## src/rtl/bit_serial_add_pkg.sv

```systemverilog
// Shared types and sizing helpers for the bit-serial adder controller.
package bit_serial_add_pkg;

  typedef enum logic [1:0] {
    IDLE,
    RUN,
    DONE
  } state_t;

  localparam int SETTLE_W = 4;

  function automatic int idx_width(input int width);
    return $clog2(width);
  endfunction

endpackage

```

## src/rtl/mux4to1_slice.sv

```systemverilog
// Gate-level one-bit full adder: sum and carry are 4:1 muxes selected by {a,b}.
module mux4to1_slice (
  input  logic a,
  input  logic b,
  input  logic cin,
  output logic sum,
  output logic cout
);

  logic [3:0] sel;

  assign sel[0] = ~a & ~b;
  assign sel[1] = ~a &  b;
  assign sel[2] =  a & ~b;
  assign sel[3] =  a &  b;

  // Data inputs of the sum mux are {cin, ~cin, ~cin, cin}; carry mux is {0, cin, cin, 1}.
  assign sum  = (sel[0] & cin) | (sel[1] & ~cin) | (sel[2] & ~cin) | (sel[3] & cin);
  assign cout = (sel[1] & cin) | (sel[2] & cin) | sel[3];

endmodule

```

## src/rtl/bit_serial_add_ctrl.sv

```systemverilog
// Bit-serial WIDTH-bit adder sequencing one full-adder slice LSB-first.
// Optional subtract support is enabled with the SERIAL_ADD_SUB_EN macro.
module bit_serial_add_ctrl
  import bit_serial_add_pkg::*;
#(
  parameter int WIDTH      = 8,
  parameter int SETTLE_CYC = 1
) (
  input  logic             clk,
  input  logic             rst_n,
  input  logic             start,
  input  logic [WIDTH-1:0] a_in,
  input  logic [WIDTH-1:0] b_in,
  input  logic             cin_in,
`ifdef SERIAL_ADD_SUB_EN
  input  logic             sub,
`endif
  output logic             busy,
  output logic             done,
  output logic [WIDTH-1:0] result,
  output logic             cout_out
);

  localparam int IDX_W = idx_width(WIDTH);
  localparam logic [SETTLE_W-1:0] SETTLE_LAST = SETTLE_W'(SETTLE_CYC);
  localparam logic [IDX_W-1:0]    IDX_LAST    = IDX_W'(WIDTH - 1);

  state_t state, state_nxt;

  logic [WIDTH-1:0]    a_sh, b_sh;
  logic                carry;
  logic [IDX_W-1:0]    idx;
  logic [SETTLE_W-1:0] cnt;

  logic slice_a, slice_b, slice_cin, slice_sum, slice_cout;
  logic step, last_step;

  logic [WIDTH-1:0] b_load;
  logic             carry_load;

  // Subtraction is A + ~B + 1, so only the loaded operand and carry change.
  always_comb begin
    b_load     = b_in;
    carry_load = cin_in;
`ifdef SERIAL_ADD_SUB_EN
    if (sub) begin
      b_load     = ~b_in;
      carry_load = 1'b1;
    end
`endif
  end

  assign step      = (state == RUN) && (cnt == SETTLE_LAST);
  assign last_step = step && (idx == IDX_LAST);

  assign slice_a   = (state == RUN) & a_sh[0];
  assign slice_b   = (state == RUN) & b_sh[0];
  assign slice_cin = (state == RUN) & carry;

  mux4to1_slice u_slice (
    .a    (slice_a),
    .b    (slice_b),
    .cin  (slice_cin),
    .sum  (slice_sum),
    .cout (slice_cout)
  );

  always_ff @(posedge clk or negedge rst_n) begin
    if (!rst_n) state <= IDLE;
    else        state <= state_nxt;
  end

  always_comb begin
    state_nxt = state;
    case (state)
      IDLE:    if (start) state_nxt = RUN;
      RUN:     if (last_step) state_nxt = DONE;
      DONE:    state_nxt = IDLE;
      default: state_nxt = IDLE;
    endcase
  end

  // busy/done are registered from the state, which places them one cycle after it.
  always_ff @(posedge clk or negedge rst_n) begin
    if (!rst_n) begin
      a_sh     <= '0;
      b_sh     <= '0;
      carry    <= 1'b0;
      idx      <= '0;
      cnt      <= '0;
      result   <= '0;
      cout_out <= 1'b0;
      busy     <= 1'b0;
      done     <= 1'b0;
    end else begin
      busy <= (state == RUN);
      done <= (state == DONE);
      if (state == IDLE && start) begin
        a_sh     <= a_in;
        b_sh     <= b_load;
        carry    <= carry_load;
        idx      <= '0;
        cnt      <= '0;
        result   <= '0;
        cout_out <= 1'b0;
      end else if (state == RUN) begin
        if (step) begin
          result <= {slice_sum, result[WIDTH-1:1]};
          carry  <= slice_cout;
          a_sh   <= a_sh >> 1;
          b_sh   <= b_sh >> 1;
          cnt    <= '0;
          idx    <= idx + IDX_W'(1);
          if (last_step) cout_out <= slice_cout;
        end else begin
          cnt <= cnt + SETTLE_W'(1);
        end
      end
    end
  end

endmodule

```

## config.mk

```make
export PLATFORM = sky130hd
export DESIGN_NAME = bit_serial_add_ctrl
export DESIGN_NICKNAME = d
export VERILOG_FILES = /design/src/rtl/bit_serial_add_pkg.sv /design/src/rtl/mux4to1_slice.sv /design/src/rtl/bit_serial_add_ctrl.sv
export SDC_FILE = /design/constraint.sdc
export NUM_CORES = 1
export LEC_CHECK = 0
export ABC_AREA = 1
export CORE_MARGIN = 2
export CORE_UTILIZATION = 40
export DETAILED_ROUTE_END_ITERATION = 6
export HOLD_SLACK_MARGIN = 0.15
export PLACE_DENSITY = 0.72
export RECOVER_POWER = 25
export SYNTH_ARGS = -nofsm -noshare
export SYNTH_HDL_FRONTEND = slang
export SYNTH_SLANG_ARGS = --single-unit
```

## constraint.sdc

```tcl
create_clock -name clk -period 2 [get_ports clk]
set_clock_uncertainty 0.2 [all_clocks]
set_input_delay 0.2 -clock clk [delete_from_list [all_inputs] [get_ports clk]]
set_output_delay 0.2 -clock clk [all_outputs]
set_load 0.01 [all_outputs]
```

==> summary.md <==
| Metric | Value |
|---|---|
| Commonest non-fill, non-tap cell in the layout | `nand2_1` |
| Slew headroom | `between 30% and 40%` |
| Most frequent cells in the layout | `nand2_1 (137), dfrtp_1 (37), clkdlybuf4s50_1 (29)` |
| Unrepaired setup endpoints after global routing | `false` |
| Layout Nets | `roughly 280` |
| Post-synthesis cell type count | `23` |
| Worst Setup Start Kind | `register` |
| Number of I/O port buffers | `30` |
| Cell Int Power | `1.80 mW` |
| Routed length per instance | `between 10 and 15 µm` |
| Max Freq | `between 500 and 600 MHz` |
| Placer Congestion | `0.767` |
| Placeable Area | `approximately 4300 µm²` |
| Clock power share | `between 10% and 20%` |
| Net Sw Frac | `39.9%` |
| Final core utilization | `between 50% and 60%` |
| Comb pwr share | `41.9%` |
| Antenna diode instance count | `0` |
| DRC errors left | `0` |
| Longest Clk Path Bufs | `2` |
| Vias in the first global route | `about 1300` |
| Sequential fraction of the synthesis area | `51.8%` |
| Final Slew Violations | `0` |
| Setup ws final | `slightly below 0.3 ns` |
| Crit Path Class | `reg2reg` |
| Worst EP required | `between 2 and 2.5 ns` |
| Total power | `roughly 3 mW` |
| Mapped Area | `roughly 1800 µm²` |
| Clk sink count | `37` |
| Yosys reg bits | `37` |
| CTS tree | `built` |
| CP Data Arrival Time | `1.73 ns` |
| Vias per inst | `approximately 4.7` |
| Clock transition at the registers of the reported paths | `around 0.070 ns` |
| Avg Cell Area, Syn | `8.02 µm²` |
| Min-delay worst type | `in2reg` |
| Non-filler cells, final | `just over 300` |
| Share of cells above drive strength 1 | `approximately 7.4%` |
| Tcrit/Tclk final | `roughly 86%` |
| Post-route ant nets | `0` |
| Post-Syn Instances | `roughly 220` |
| Clock latency on the worst-skew pair | `between 0.2 and 0.3 ns` |
| Die Width | `~70 µm` |
| Initial cell density of the core | `41.3%` |
| Top Ports | `31` |
| Max Cap Viol | `0` |
| Slew at the pin with the worst max-slew slack | `~0.9 ns` |
| Placement Setup Slack | `approximately 0.29 ns` |
| Maximum VDD drop | `0.669 mV` |
| Static Leakage | `roughly 1.2 nW` |
| Starting DRT DRC Count | `50` |
| Ys Warns | `0` |
| Tot GR Track Use | `approximately 15%` |
| Area Overhead vs Synth | `23.5%` |
| Pwr Density | `~1400 nW/µm²` |
| Dpl cells | `roughly 300` |
| CTS Buf Count | `5` |
| Critical Path End Type | `register` |
| Crit-path max FO | `10` |
| CTS H-Tree Depth | `2` |
| Chip Height | `around 70 µm` |
| HPWL after detailed placement | `roughly 2400 µm` |
| Initial antenna violation count | `0` |
| Remaining Overflow, GRT | `0` |
| Switch Pwr | `approximately 1.2 mW` |
| Root buf cell | `clkbuf_8` |
| Total wire length | `roughly 3400 µm` |
| First drt pass iteration count | `4` |
| Final count of hold timing violations | `0` |
| DP Area | `2110 µm²` |
| Row count | `24` |
| Smallest hold slack | `around 0.25 ns` |
| Status | `completed` |
| Fill cell count | `roughly 430` |
| Setup violators final | `0` |
| Final instance area | `between 2000 and 2500 µm²` |
| First-pass GRT wire length | `6070 µm` |
| Net count of the mapped netlist | `247` |
| Full die area | `~5000 µm²` |
| Sequential group share of total power | `about two fifths` |
| Fin Setup TNS | `0 ns` |
| Detailed-route via count | `~1500` |
| Post-route minimum period | `around 1.7 ns` |
| Pin count of the biggest net entering global routing | `38` |
-- final cells by class --
| type | count | area, µm² | share of cell area [%] |
|---|---|---|---|
| clock buffers | 7 | 86.3 | 3.91 |
| inverters | 10 | 40.0 | 1.81 |
| multi-input cells | 170 | 766 | 34.7 |
| flip-flops and latches | 37 | 926 | 41.9 |
| well taps | 52 | 65.1 | 2.95 |
| repair buffers | 34 | 325 | 14.7 |
-- per-layer routing --
| layer | global-route usage [%] | routed length, µm | up-vias |
|---|---|---|---|
| li1 | - | - | 759 |
| met1 | 20.2 | 1580 | 662 |
| met2 | 24.1 | 1630 | 27 |
| met3 | 4.99 | 150 | 2 |
| met4 | 5.03 | 16 | 0 |
| met5 | 0 | 0 | - |
-- worst paths after layout --
path                                          start                     to  slack [ns]  cells after the start
min in group asynchronous                     rst_n         done$_DFF_PN0_        0.45                      3
worst min register to register  b_sh[7]$_DFFE_PN0P_    b_sh[7]$_DFFE_PN0P_        0.27                      2
worst min-delay path                        b_in[7]    b_sh[7]$_DFFE_PN0P_        0.25                      3
worst max register to register   cnt[1]$_DFFE_PN0P_  result[6]$_DFFE_PN0P_        0.29                      6
max in group asynchronous                     rst_n  result[4]$_DFFE_PN0P_        0.59                      3
worst max-delay path             cnt[1]$_DFFE_PN0P_  result[6]$_DFFE_PN0P_        0.29                      6
-- Yosys cell counts, drive strengths merged --
library cell,number,share of area (%)
mux2i,1,0.56
o22ai,1,0.35
nand4,4,1.4
inv,10,2.2
a21oi,2,0.56
nand2,139,30
nor2,6,2.7
ha,4,2.8
nand3,9,3.2
xor2,1,0.49
dfrtp,37,52
o21ai,2,0.56
buf,6,3.1
nand3b,1,0.42
-- flip-flops by register name, indices dropped and copies added, names as in the netlist --
register / flops
b_sh: 8
cout_out: 1
done: 1
cnt: 4
result: 8
idx: 3
state: 2
carry: 1
busy: 1
a_sh: 8
-- cell families (layout without fill, tap and decap cells) --
family / count (synthesis) / after routing / share of synthesized area [%]
xor gates and xnor gates: 1 / 1 / 0.490
muxes: 1 / 1 / 0.560
DFF: 37 / 37 / 51.8
and+or+nand+nor: 159 / 159 / 37.5
AOI/OAI and AO/OA: 5 / 5 / 1.47
buffers and inverters: 16 / 51 / 5.39
adders and majority gates: 4 / 4 / 2.80
-- worst max-delay path: stages, from the launching register on --
cell and delay [ns]:
dfrtp_1 0.41, inv_1 0.09, ha_1 0.24, nand2_1 0.14, nor2_2 0.36, nand3_1 0.13
nand2_1 0.09
-- power groups by stage --
stage	logic, mW	clock network (mW)	registers, mW
floorplan	0.943	0	1.23
global placement	1.24	0	1.23
detailed placement	1.27	0	1.24
CTS	1.28	0.539	1.23
global route	1.46	0.573	1.26
finish	1.25	0.515	1.22
-- what timing repair did --
| item | in CTS | in global routing |
|---|---|---|
| hold buffers | 1 | 0 |
| endpoints found under the hold margin | 37 | 0 |
| setup buffers | 0 | 0 |
| gates resized for setup | 0 | 0 |
(Power assumes the default switching activity.)
